$ cat src/rtl/uart_tx_arbiter.sv
`default_nettype none
// ============================================================================
// Module   : uart_tx_arbiter
// Function : Round-robin, packet-locking arbiter sharing one UART transmitter.
// Revision : 1.0 - initial release
// ============================================================================
module uart_tx_arbiter #(
  parameter int N_REQ       = 4,
  parameter int ACK_TIMEOUT = 4
) (
  input  logic               clk,
  input  logic               rst_n,
  input  logic [N_REQ-1:0]   i_req_valid,
  input  logic [8*N_REQ-1:0] i_req_data,
  input  logic [N_REQ-1:0]   i_req_last,
  output logic [N_REQ-1:0]   o_req_ready,
  output logic [7:0]         o_tx_data,
  output logic               o_tx_start,
  input  logic               i_tx_busy,
  output logic [N_REQ-1:0]   o_grant,
  output logic               o_ack_err
);

  localparam int            IW         = (N_REQ > 1) ? $clog2(N_REQ) : 1;
  localparam int            CW         = $clog2(ACK_TIMEOUT + 1);
  localparam logic [CW-1:0] C_CNT_LAST = CW'(ACK_TIMEOUT - 1);
  localparam logic [IW-1:0] C_PTR_RST  = IW'(N_REQ - 1);

  typedef enum logic [1:0] {
    S_IDLE      = 2'd0,
    S_WAIT_ACK  = 2'd1,
    S_WAIT_DONE = 2'd2
  } state_t;

  state_t           r_state,    w_state_nxt;
  logic             r_lock,     w_lock_nxt;
  logic [IW-1:0]    r_owner,    w_owner_nxt;
  logic [IW-1:0]    r_rr_ptr,   w_rr_ptr_nxt;
  logic [CW-1:0]    r_cnt,      w_cnt_nxt;
  logic [7:0]       r_tx_data,  w_tx_data_nxt;
  logic             r_tx_start, w_tx_start_nxt;
  logic [N_REQ-1:0] r_grant,    w_grant_nxt;
  logic             r_ack_err,  w_ack_err_nxt;

  logic             w_rr_found;
  logic [IW-1:0]    w_rr_idx;
  logic [IW-1:0]    w_sel_idx;
  logic [N_REQ-1:0] w_sel_onehot;
  logic [N_REQ-1:0] w_owner_onehot;
  logic [7:0]       w_sel_byte;
  logic             w_sel_last;
  logic             w_ready_en;
  logic             w_accept;

  // First valid requester after the last packet-completing one, wrapping.
  always_comb begin
    w_rr_found = 1'b0;
    w_rr_idx   = '0;
    for (int k = 1; k <= N_REQ; k++) begin
      if (!w_rr_found && i_req_valid[(int'(r_rr_ptr) + k) % N_REQ]) begin
        w_rr_found = 1'b1;
        w_rr_idx   = IW'((int'(r_rr_ptr) + k) % N_REQ);
      end
    end
  end

  always_comb begin
    w_sel_idx      = r_lock ? r_owner : w_rr_idx;
    w_sel_onehot   = {{(N_REQ-1){1'b0}}, 1'b1} << w_sel_idx;
    w_owner_onehot = {{(N_REQ-1){1'b0}}, 1'b1} << r_owner;
    w_sel_byte     = 8'h00;
    for (int i = 0; i < N_REQ; i++) begin
      if (w_sel_idx == IW'(i)) w_sel_byte = i_req_data[8*i +: 8];
    end
    w_sel_last  = |(w_sel_onehot & i_req_last);
    // A locked owner is offered the slot even while it has nothing valid.
    w_ready_en  = (r_state == S_IDLE) && !i_tx_busy && rst_n && (r_lock || w_rr_found);
    o_req_ready = w_ready_en ? w_sel_onehot : '0;
    w_accept    = |(o_req_ready & i_req_valid);
  end

  always_comb begin
    w_state_nxt    = r_state;
    w_lock_nxt     = r_lock;
    w_owner_nxt    = r_owner;
    w_rr_ptr_nxt   = r_rr_ptr;
    w_cnt_nxt      = r_cnt;
    w_tx_data_nxt  = r_tx_data;
    w_tx_start_nxt = 1'b0;
    w_grant_nxt    = r_grant;
    w_ack_err_nxt  = 1'b0;
    case (r_state)
      S_IDLE: begin
        if (w_accept) begin
          w_tx_data_nxt  = w_sel_byte;
          w_tx_start_nxt = 1'b1;
          w_grant_nxt    = w_sel_onehot;
          w_cnt_nxt      = '0;
          w_owner_nxt    = w_sel_idx;
          w_state_nxt    = S_WAIT_ACK;
          if (w_sel_last) begin
            w_lock_nxt   = 1'b0;
            w_rr_ptr_nxt = w_sel_idx;
          end else begin
            w_lock_nxt   = 1'b1;
          end
        end
      end
      S_WAIT_ACK: begin
        if (i_tx_busy) begin
          w_state_nxt = S_WAIT_DONE;
          w_cnt_nxt   = r_cnt + 1'b1;
        end else if (r_cnt == C_CNT_LAST) begin
          w_ack_err_nxt = 1'b1;
          w_lock_nxt    = 1'b0;
          w_rr_ptr_nxt  = r_owner;
          w_grant_nxt   = '0;
          w_state_nxt   = S_IDLE;
        end else begin
          w_cnt_nxt = r_cnt + 1'b1;
        end
      end
      S_WAIT_DONE: begin
        if (!i_tx_busy) begin
          w_state_nxt = S_IDLE;
          w_grant_nxt = r_lock ? w_owner_onehot : '0;
        end
      end
      default: w_state_nxt = S_IDLE;
    endcase
  end

  always_ff @(posedge clk or negedge rst_n) begin
    if (!rst_n) begin
      r_state    <= S_IDLE;
      r_lock     <= 1'b0;
      r_owner    <= '0;
      r_rr_ptr   <= C_PTR_RST;
      r_cnt      <= '0;
      r_tx_data  <= 8'h00;
      r_tx_start <= 1'b0;
      r_grant    <= '0;
      r_ack_err  <= 1'b0;
    end else begin
      r_state    <= w_state_nxt;
      r_lock     <= w_lock_nxt;
      r_owner    <= w_owner_nxt;
      r_rr_ptr   <= w_rr_ptr_nxt;
      r_cnt      <= w_cnt_nxt;
      r_tx_data  <= w_tx_data_nxt;
      r_tx_start <= w_tx_start_nxt;
      r_grant    <= w_grant_nxt;
      r_ack_err  <= w_ack_err_nxt;
    end
  end

  assign o_tx_data  = r_tx_data;
  assign o_tx_start = r_tx_start;
  assign o_grant    = r_grant;
  assign o_ack_err  = r_ack_err;

endmodule
`default_nettype wire

$ cat config.mk
export PLATFORM = sky130hd
export DESIGN_NAME = uart_tx_arbiter
export DESIGN_NICKNAME = d
export VERILOG_FILES = /design/src/rtl/uart_tx_arbiter.sv
export SDC_FILE = /design/constraint.sdc
export NUM_CORES = 1
export LEC_CHECK = 0
export BUFFER_PORTS_ARGS = -buffer_cell sky130_fd_sc_hd__buf_2
export CAP_MARGIN = 20
export CORE_ASPECT_RATIO = 2
export CORE_UTILIZATION = 50
export CTS_BUF_LIST = sky130_fd_sc_hd__clkbuf_16
export DETAILED_ROUTE_END_ITERATION = 12
export PLACE_DENSITY_LB_ADDON = 0.25
export SLEW_MARGIN = 20
export SYNTH_ARGS = -nofsm -noshare
export SYNTH_HDL_FRONTEND = slang
export SYNTH_SLANG_ARGS = --single-unit
$ cat constraint.sdc
create_clock -name clk -period 2.9 [get_ports clk]
set_input_delay 0.145 -clock clk [delete_from_list [all_inputs] [get_ports clk]]
set_output_delay 0.145 -clock clk [all_outputs]
set_load 0.005 [all_outputs]
# Word level (Yosys, flattened, before mapping)
# Index checks and enable logic that the tools add are counted.
# word_totals
register_bits	24
in_bits	43
output_inout_bits	18
wordCells	122
# classes
n_addsub	5
order_cmp	4
eq_ne	13
n_shift	2
n_mux	56
n_bitwise	6
n_reduce_logical	27
# ops
operator	n
$mux W8	4
$mux W2	13
$mux W4	6
$mux W1	21
$lt A3 B4 Y1 const B	4
$pmux W4 S3	1
$ne A2 B2 Y1 const B	5
$reduce_and A5 Y1	2
$mux W3	3
$and A4 B4 Y4	2
$bmux W1 S2	4
$reduce_or A2 Y1	4
$reduce_or A4 Y1	2
$shl A1 B2 Y4 const A	2
$eq A2 B2 Y1 const B	3
$logic_and A1 B1 Y1	6
$ne A3 B3 Y1 const B	2
$pmux W2 S3	1
$pmux W3 S2	1
$reduce_and A3 Y1	2
$add A2 B1 Y2 const B	2
$add A2 B2 Y2 const B	2
$and A1 B1 Y1 const A	4
$eq A2 B1 Y1 const B	2
11 further kinds	15

# Logic depth before layout (Yosys ltp)
# Gate-level depths: netlist of the first run.
# logic_depth
ltp_word	23
depth_mapped	11

# Least setup slack after synthesis of the first run
# OpenSTA, ideal clock, no wires.
# synth_timing
path_kind	reg2reg
startpoint	register r_rr_ptr[1]
endpoint	register r_state[0]
setup_time_ps	128
t_arrival_ps	2413
required_ps	2772
setup_slack_ps	359
stages_incl_launch_ff	10
path_buffers	2
cell_sequence	dfstp_2 > buf_4 > mux2i_1 > o221ai_2 > and2_1 > clkbuf_1 > a221o_2 > and2_4 > a211oi_2 > mux2_1
# synth_between
elab_chain_len	21
elab_cells_between_ends	39
classes_between	add/sub: 4; eq/ne: 1; shift: 1; mux: 22; bitwise: 1; reduce/logical: 10
# synth_rtl
element	line_no	source
start: declaration	38	logic [IW-1:0] r_rr_ptr, w_rr_ptr_nxt;
start signal: assignment	148	r_rr_ptr <= w_rr_ptr_nxt;
$add A2 B1 Y2	60, 62	
$bmux W1 S2	60	if (!w_rr_found && i_req_valid[(int'(r_rr_ptr) + k) % N_REQ]) begin
$mux W1 (implied by the code) (2 in a row)	60	
$mux W1	60	
$logic_not A1 Y1	60	
$logic_and A1 B1 Y1	60	
$mux W1	60	
$logic_not A1 Y1	60	
[... 4 more ...]	n/a	
$mux W2 / $mux W1 (equally long branches)	60	
$mux W2 / $logic_or A1 B1 Y1 (equally long branches)	68, 77	
$shl A1 B2 Y4 / $logic_and A1 B1 Y1 (equally long branches)	69, 77	
$mux W4 *	78	o_req_ready = w_ready_en ? w_sel_onehot : '0;
$and A4 B4 Y4 *	79	w_accept = |(o_req_ready & i_req_valid);
$reduce_or A4 Y1 *	79	
$ne A2 B2 Y1 (no line) *	n/a	
$reduce_and A3 Y1 (no line) *	n/a	
end signal: assignment	145	r_state <= w_state_nxt;
end: declaration	35	state_t r_state, w_state_nxt;
# Mark *: on every way between the ends. The rest lies on a longest branch, timed or not. The select of a mux whose other input is x is not followed.
# A chain may end at the register's enable or synchronous reset.

# Worst setup path in the final report of the first run
# layout_timing
startpoint	register r_rr_ptr[0]
endpoint	register r_grant[3] (netlist: o_grant[3])
# layout_between
elab_chain_len	21
elab_cells_between_ends	41
classes_between	add/sub: 4; eq/ne: 1; shift: 1; mux: 24; bitwise: 1; reduce/logical: 10
# layout_rtl
element	line_no	source
$add A2 B1 Y2	60, 62	
$bmux W1 S2	60	
$mux W1 (implied by the code) (2 in a row)	60	
$mux W1	60	
$logic_not A1 Y1	60	
$logic_and A1 B1 Y1	60	
$mux W1	60	
$logic_not A1 Y1	60	
[... 4 more ...]	n/a	
$mux W2 / $mux W1 (equally long branches)	60	
$mux W2 / $logic_or A1 B1 Y1 (equally long branches)	68, 77	
$shl A1 B2 Y4 / $logic_and A1 B1 Y1 (equally long branches)	69, 77	
$mux W4	78	
$and A4 B4 Y4	79	
$reduce_or A4 Y1	79	
$ne A2 B2 Y1 (no line)	n/a	
$reduce_and A5 Y1 (no line)	n/a	
end signal: assignment	152	r_grant <= w_grant_nxt;
end: declaration	42	logic [N_REQ-1:0] r_grant, w_grant_nxt;
# Several ways; a longest one is shown, not always the timed one. The select of a mux whose other input is x is not followed.

==> results of run 1 <==
[per-layer routing]
| metal | up-vias | routed length, microns | GRT usage, % |
|---|---|---|---|
| met2 | 75 | 2910 | 51.2 |
| met4 | 0 | 69 | 6.61 |
| met5 | - | 0 | 0 |
| met3 | 8 | 195 | 1.82 |
| li1 | 929 | - | - |
| met1 | 913 | 1940 | 31.2 |
[cell families after synthesis]
group	synth area share, %
AO/OA/AOI/OAI	23.2
XOR/XNOR	0.462
adder cells (fa/ha/maj)	4.62
buffers and inverters	5.61
flip-flops	31.8
multiplexers	10.4
AND/OR/NAND/NOR	23.9
[area by class of cell]
| type | instances | area (sq um) |
|---|---|---|
| fillers | 349 | 1280 |
| multi-input cells | 178 | 1190 |
| flip-flops and latches | 24 | 603 |
| repair buffers | 68 | 363 |
| clock buffers | 3 | 75.1 |
| well taps | 49 | 61.3 |
| inverters | 9 | 33.8 |
| clock inverters | 1 | 3.75 |
[Yosys cell counts (3+ instances only)]
cell type and count:
ha_1 7, dfrtp_1 22, mux2_2 8, nand3_1 4, nand2_1 46, and2_1 4
nor2b_1 5, clkbuf_1 7, nand2b_1 3, inv_1 8, o21ai_0 6, nor3_1 3
and3_1 11, a31oi_1 8, a21oi_1 8, mux2_1 6, buf_2 4, mux2i_1 4
o32ai_1 5, nor2_1 13
[repair_timing]
item | 4_1_cts | 5_1_grt
hold buffers | 1 | 0
endpoints found under the hold margin | 22 | 0
setup endpoints to repair | 0 | 0
[through the flow]
| stage | hold slack (ns) | cell area, sq um | power [mW] |
|---|---|---|---|
| floorplan | -0.151 | 1900 | 1.56 |
| global placement | 0.197 | 2240 | 1.93 |
| detailed placement | 0.203 | 2240 | 1.96 |
| CTS | 0.271 | 2330 | 2.27 |
| global route | 0.296 | 2330 | 2.46 |
| finish | 0.266 | 2330 | 2.27 |
[report_power, final]
part / switching (mW) / internal [mW] / total (mW)
combinational: 0.769 / 0.599 / 1.37
clock: 0.116 / 0.184 / 0.300
sequential: 0.126 / 0.479 / 0.605
total: 1.01 / 1.26 / 2.27
[worst max-delay path, cell delays in order (launching register included)]
cell	delay, ns
dfstp_2	0.65
mux2_2	0.37
and3_1	0.21
and2_1	0.17
a211oi_1	0.31
a221o_2	0.31
nand2_1	0.12
nand3_2	0.13
mux2_2	0.36
[worst paths after layout]
check	endpoint	depth (start not counted)	slack, ns	start
hold reg to reg	o_tx_data[5]	1	0.49	o_tx_data[5]
max in group asynchronous	r_rr_ptr[1]	3	2.15	rst_n
setup reg to reg	o_grant[3]	8	0.16	r_rr_ptr[0]
hold / removal	r_state[1]	3	0.27	i_tx_busy
setup / recovery	o_grant[3]	8	0.16	r_rr_ptr[0]
min in group asynchronous	r_cnt[1]	3	0.45	rst_n
[sequential cells by signal (all words and copies together) (netlist names)]
| register | flops |
|---|---|
| o_tx_start | 1 |
| r_lock | 1 |
| r_cnt | 3 |
| o_grant | 4 |
| r_owner | 2 |
| r_rr_ptr | 2 |
| r_state | 2 |
| o_ack_err | 1 |
| o_tx_data | 8 |
==> impl_metrics.toml, run 1 <==
[drt]
vias = 1925
drt-initial-drc-count = 54
route.detailed.drc = 0
ant_nets = 0
routed_via_density = 5.80
wire_per_inst_microns = 15.4
drt-total-wl_microns = 5110
first_pass_iters = 4

[synth]
syn_nets = 275
synth_top_area_share_pct = 29.0
ys_ff_latch = 24
synth-edff-count = 0
syn_inst = 225
synth.area.top_cells = "dfrtp_1 29%, nand2_1 9.1%, mux2_2 4.7%, ha_1 4.6%, and3_1 3.6%"
synthDistinctLibCells = 55
yosys.area.top_type = "dfrtp_1"
ys_warn_count = 0
syn_area_per_cell_sq_um = 8.43
synthArstFlopShare_pct = 100
syn_area_sq_um = 1900
synth_ff_type = "dfrtp_1"
seq_area_frac_synth_pct = 31.8

[grt]
antenna_found_initial = 0
grt_pass1_vias = 1794
grt_max_degree = 25
grt_use_total_pct = 27.0
grt-ovfl-total = 0
grt_pass1_wl_microns = 8110

[sta]
rsz0062_at_grt = "no"
fin_crit_ns = 2.74
finalCritPeriodShare_pct = 94.7
tns_ns = 0
setup_slack_ns = 0.155
relSlewSlack_pct = 61.5
finClkSkew_ns = 0.00455
hold_viol = 0
setup_violations = 0
slew_viol_final = 0
worst_slew_pin_slew_ns = 0.577
timing.fmax_mhz = 364

[floorplanning]
die_w_microns = 45.6
die_area_sq_um = 4060
initial_utilization_pct = 52.6
core-area_sq_um = 3610
dieHeight_microns = 89.1
rows = 31
num_io_pins = 61

[final_layout]
layout-drive-gt1-share_pct = 31.4
diodes = 0
mostFrequentLayoutCells = "60 x buf_2, 46 x nand2_1, 22 x dfrtp_1, 13 x nor2_1, 11 x and3_1"
final_common_cell = "buf_2"
nNetsFinal = 334
areaGrowthSynthToFinish_pct = 22.7
instances_no_fill = 332
final_core_util_pct = 64.5

[critical_path]
worstSetupEndpointType = "flip-flop"
critPathLaunchType = "flip-flop"
cp.arrival_ns = 2.88
path_class = "reg -> reg"
path_max_fanout = 11
crit_required_ns = 3.04

[clocking]
cts_resized = 0
clk_path_buf_depth = 2
cts_setup_buffers = 0
cts_root_buffer = "clkbuf_16"
cts_tree = "yes"
cts.sinks = 24
path_clk_slew_ns = 0.06
htreeDepth = 1
cts_buffers = 3
clock_latency_ns = 0.26

[pwr]
ir_drop_mv = 0.604
p_per_area_nw_per_um2 = 977
p_leak_nw = 1.16

[job]
max_cap_viol_count = 0

[worst_hold_path]
min_path_type = "in -> reg"

[placement]
place.gp.congestion = 0.871
dp_slack_ns = 0.210
dp_cells = 327
io_buffers = 60
dp_hpwl_microns = 3880

[run_status]
outcome = "completed"
(Power assumes the default switching activity.)
==> inputs of run 2 (changes only) <==
Settings changed: CAP_MARGIN 20 to 0, PLACE_DENSITY set to 0.87, PLACE_DENSITY_LB_ADDON 0.25 to not set.
==> run 2 against run 1 <==
- global-route usage rose by 0.99 points
- count of clock-buffer cells in the layout stayed put
- critical endpoint is now r_rr_ptr[0]
- via count rose by 3.8%
- final cell count did not move
- utilization grew 0.73 points
==> impl_metrics.toml, run 2 (synthesis gave the netlist of run 1 again) <==
[grt]
grt_pass1_wl_microns = 8440
grt_pass1_vias = 1939
grt-ovfl-total = 0
grt_use_total_pct = 28.0
grt_max_degree = 25
antenna_found_initial = 0

[clocking]
htreeDepth = 1
cts_root_buffer = "clkbuf_16"
cts_tree = "yes"
cts.sinks = 24
clk_path_buf_depth = 2
path_clk_slew_ns = 0.06
clock_latency_ns = 0.26
cts_buffers = 3

[placement]
place.gp.congestion = 0.881
io_buffers = 60
dp_hpwl_microns = 4030

[critical_path]
critical_path.top_delay_family = "compound AO/OA/AOI/OAI gates"
path_max_fanout = 13
timing.rr.start = "r_rr_ptr[1]"
cp.arrival_ns = 2.86
worstSetupEndpointType = "flip-flop"
r2r_slack_ns = 0.18
cp_num_cells = 9
path_class = "reg -> reg"
crit_path_cell_trace = "nor4b_2, and3_1, and2_1, a211oi_1, a221o_2, buf_4, o21ai_2, a21oi_1, a221oi_1"
timing.rr.end = "r_rr_ptr[0]"
critPathLaunchType = "flip-flop"
cp_slowest_cell = "dfstp_2"
crit_required_ns = 3.04
reg2reg_depth = 9
crit_buf_inv = 1
max_stage_delay_ns = 0.67

[worst_hold_path]
holdPathStages = 3
min_path_type = "in -> reg"
min_from = "i_tx_busy"
holdPathEnd = "r_state[1]"

[sta]
slew_viol_final = 0
relSlewSlack_pct = 70.3
timing.fmax_mhz = 368
worst_slew_pin_slew_ns = 0.445
finClkSkew_ns = 0.00371
fin_crit_ns = 2.72
tns_ns = 0
finalCritPeriodShare_pct = 93.6
setup_violations = 0
hold_viol = 0

[floorplanning]
rows = 31
num_io_pins = 61
die_area_sq_um = 4060
initial_utilization_pct = 52.6
core-area_sq_um = 3610
die_w_microns = 45.6
dieHeight_microns = 89.1

[pwr]
ir_drop_mv = 0.579
total_power_mw = 2.39
p_leak_nw = 1.17
p_per_area_nw_per_um2 = 1020

[drt]
route.detailed.drc = 0
routed_via_density = 6.02
wire_per_inst_microns = 16.2
first_pass_iters = 4
drt-initial-drc-count = 68
drt-total-wl_microns = 5370
vias = 1998
ant_nets = 0

[final_layout]
largest_reg_flops = 8
areaGrowthSynthToFinish_pct = 24.1
layout-drive-gt1-share_pct = 31.8
diodes = 0
mostFrequentLayoutCells = "60 x buf_2, 46 x nand2_1, 22 x dfrtp_1, 13 x nor2_1, 11 x and3_1"
fill_cells = 292
final_common_cell = "buf_2"
final_core_util_pct = 65.2
nNetsFinal = 334

[run_status]
outcome = "completed"

[job]
max_cap_viol_count = 0
run 2: cell types whose count changed in the layout (fill, tap and decap cells not counted):
| cell | previous run | this run |
|---|---|---|
| bufinv_16 | 0 | 1 |
| inv_1 | 9 | 8 |
run 2: tightest hold or removal path, delay by kind of cell:
family | cells | cell delay, ns
buf+inv | 2 | 0.24
compound gates | 1 | 0.10
run 2: through the flow:
step	instances	setup slack (ns)	instance area [sq um]	hold WS [ns]
after floorplan	225	0.359	1900	-0.151
after CTS	330	0.174	2340	0.271
after detailed placement	325	0.212	2220	0.197
after global routing	332	-0.00849	2350	0.269
after global placement	325	0.272	2220	0.197
final	332	0.185	2350	0.265
run 2: worst max path at each step:
stage                           start          end
after floorplan           r_rr_ptr[1]   r_state[0]
after global placement    r_rr_ptr[0]   r_state[0]
after detailed placement  r_rr_ptr[1]   r_state[0]
after CTS                 r_rr_ptr[0]     r_cnt[1]
after global routing      r_rr_ptr[0]  r_rr_ptr[0]
final                     r_rr_ptr[1]  r_rr_ptr[0]
run 2: what timing repair did:
| item | 4_1_cts | 5_1_grt |
|---|---|---|
| gates resized for setup | 0 | 0 |
| buffers inserted | 0 | 2 |
| setup endpoints to repair | 0 | 1 |
| endpoints found under the hold margin | 22 | 0 |
| hold buffers | 1 | 0 |
run 2: report_power, final:
| group | switching (mW) | leakage (nW) | internal, mW |
|---|---|---|---|
| Sequential | 0.131 | 0.302 | 0.479 |
| Combinational | 0.794 | 0.818 | 0.594 |
| Clock | 0.118 | 0.0511 | 0.274 |
| Total | 1.04 | 1.17 | 1.35 |
run 2: routing by layer:
metal  wire length, microns  global-route usage, %  vias to the layer above
met5                      0                      0                        -
met1                   1920                   30.5                      953
met3                    244                   2.63                       21
li1                       -                      -                      935
met2                   2980                   50.6                       89
met4                    228                   14.9                        0
run 2: area by class of cell:
type,instances,area [sq um],area share [%]
repair buffers,68,363,15.4
multi-input cells,178,1190,50.5
well taps,49,61.3,2.60
inverters,9,33.8,1.44
flip-flops and latches,24,603,25.6
clock inverters,1,30.0,1.28
clock buffers,3,75.1,3.19
==> inputs of run 3 (changes only) <==
--- a/config.mk
+++ b/config.mk
@@ -9,8 +9,8 @@
 export CAP_MARGIN = 0
 export CORE_ASPECT_RATIO = 2
-export CORE_UTILIZATION = 50
+export CORE_UTILIZATION = 51
 export CTS_BUF_LIST = sky130_fd_sc_hd__clkbuf_16
 export DETAILED_ROUTE_END_ITERATION = 12
-export PLACE_DENSITY = 0.87
+export PLACE_DENSITY = 0.78
 export SLEW_MARGIN = 20
 export SYNTH_ARGS = -nofsm -noshare
==> constraint.sdc (replaced) <==
create_clock -name clk -period 2.9 [get_ports clk]
set_input_delay 0.435 -clock clk [delete_from_list [all_inputs] [get_ports clk]]
set_output_delay 0.435 -clock clk [all_outputs]
set_load 0.005 [all_outputs]
==> run 3 against run 2 <==
- worst hold slack worse by 0.072 ns
- routed wire length down 9.8%
- count of clock-buffer cells in the layout unchanged
- setup slack worse by 0.053 ns
- flip-flop and latch count unchanged
- utilization down 0.38 points
- global-route usage down 1.4 points
- critical path depth down 1
- highest routed layer unchanged
- non-clock buffer count down 2
- final cell count down 0.60%
==> impl_metrics.toml, run 3 (synthesis gave the netlist of run 1 again) <==
[run_status]
outcome = "completed"

[drt]
drt-initial-drc-count = 49
vias = 1899
route.detailed.drc = 0
routed_via_density = 5.75
wire_per_inst_microns = 14.7
first_pass_iters = 4
drt-total-wl_microns = 4850
ant_nets = 0

[final_layout]
diodes = 0
largest_reg_flops = 8
layout-drive-gt1-share_pct = 31.7
fin_area_sq_um = 2310
mostFrequentLayoutCells = "60 x buf_2, 46 x nand2_1, 22 x dfrtp_1, 13 x nor2_1, 11 x and3_1"
final_common_cell = "buf_2"
areaGrowthSynthToFinish_pct = 22.0
nNetsFinal = 332
final_core_util_pct = 64.9

[sta]
timing.fmax_mhz = 361
finClkSkew_ns = 0.00331
setup_slack_ns = 0.132
finalCritPeriodShare_pct = 95.4
rsz0062_at_grt = "no"
tns_ns = 0
setup_violations = 0
hold_viol = 0
relSlewSlack_pct = 68.0
worst_slew_pin_slew_ns = 0.479
fin_crit_ns = 2.77
slew_viol_final = 0

[clocking]
clock_latency_ns = 0.26
cts_hold_buffers = 0
path_clk_slew_ns = 0.06
cts_root_buffer = "clkbuf_16"
clk_path_buf_depth = 2
cts.sinks = 24
cts_tree = "yes"
cts_buffers = 3
htreeDepth = 1

[job]
max_cap_viol_count = 0

[grt]
grt_use_total_pct = 26.6
grt_pass1_vias = 1824
antenna_found_initial = 0
grt-ovfl-total = 0
grt_pass1_wl_microns = 8050
grt_max_degree = 25

[floorplanning]
num_io_pins = 61
initial_utilization_pct = 53.2
die_area_sq_um = 3980
rows = 31
die_w_microns = 45.1
core-area_sq_um = 3570
dieHeight_microns = 88.2

[critical_path]
crit_buf_inv = 2
path_max_fanout = 11
r2r_slack_ns = 0.20
worstSetupEndpointType = "output port"
crit_path_cell_trace = "mux2i_1, a32oi_1, a221o_1, nand4_1, buf_4, nand2b_1, nor2_1, buf_2"
max_stage_delay_ns = 0.67
crit_required_ns = 2.47
timing.rr.start = "r_rr_ptr[0]"
critPathLaunch = "r_rr_ptr[0]"
timing.rr.end = "r_state[0]"
cp_slowest_cell = "dfstp_2"
cp.arrival_ns = 2.33
reg2reg_depth = 8
path_class = "reg -> out"
critical_path.top_delay_family = "flip-flops"
critPathLaunchType = "flip-flop"

[worst_hold_path]
min_path_type = "in -> async"

[placement]
io_buffers = 60
dp_slack_ns = 0.196
dp_hpwl_microns = 3850
placed_cell_area_sq_um = 2230
place.gp.congestion = 0.817

[pwr]
total_power_mw = 2.23
p_leak_nw = 1.15
p_per_area_nw_per_um2 = 966
ir_drop_mv = 0.598
[run 3: cell count changes in the layout (fill, tap and decap cells not counted)]
cell / delta
dlygate4sd3_1: -1
clkinv_1: +1
a211oi_2: +1
a211oi_1: -1
bufinv_16: -1
buf_4: -1
[run 3: per-layer routing]
metal | part of all wire (%) | up-vias | GRT usage, %
li1 | - | 929 | -
met3 | 3.3 | 11 | 2.24
met1 | 37 | 898 | 29.7
met5 | 0 | - | 0
met4 | 2.0 | 0 | 7.71
met2 | 58 | 61 | 50.7
[run 3: worst max-delay path by stage]
stage | end | cells past startpoint | slack, ns
2_1_floorplan | r_state[0] | 9 | 0.36
3_3_place_gp | r_state[0] | 8 | 0.27
3_5_place_dp | r_cnt[1] | 9 | 0.20
4_1_cts | o_req_ready[3] | 8 | 0.16
5_1_grt | o_req_ready[2] | 7 | 0.02
6_report | o_req_ready[3] | 8 | 0.13
[run 3: cell type report]
| type | instances | area, sq um |
|---|---|---|
| fill | 332 | 1250 |
| multi-input combinational | 178 | 1190 |
| sequential | 24 | 603 |
| timing repair buffer | 66 | 345 |
| clock buffer | 3 | 75.1 |
| tap | 49 | 61.3 |
| inverter | 9 | 33.8 |
| clock inverter | 1 | 3.75 |
[run 3: metrics by stage]
step                      std cells  hold WS, ns
after detailed placement        326        0.483
after global placement          326        0.475
after global routing            330        0.228
after floorplan                 225        0.139
final                           330        0.192
after CTS                       330        0.214
[run 3: repair_timing]
action / 4_1_cts / 5_1_grt
gates resized for setup: 0 / 1
setup buffers: 0 / 0
endpoints found under the hold margin: 0 / 0
endpoints found under the setup margin: 0 / 1
[run 3: power by group]
part	leakage [nW]	switching [mW]	internal, mW
registers	0.302	0.127	0.479
logic	0.811	0.739	0.589
clock network	0.0385	0.116	0.184
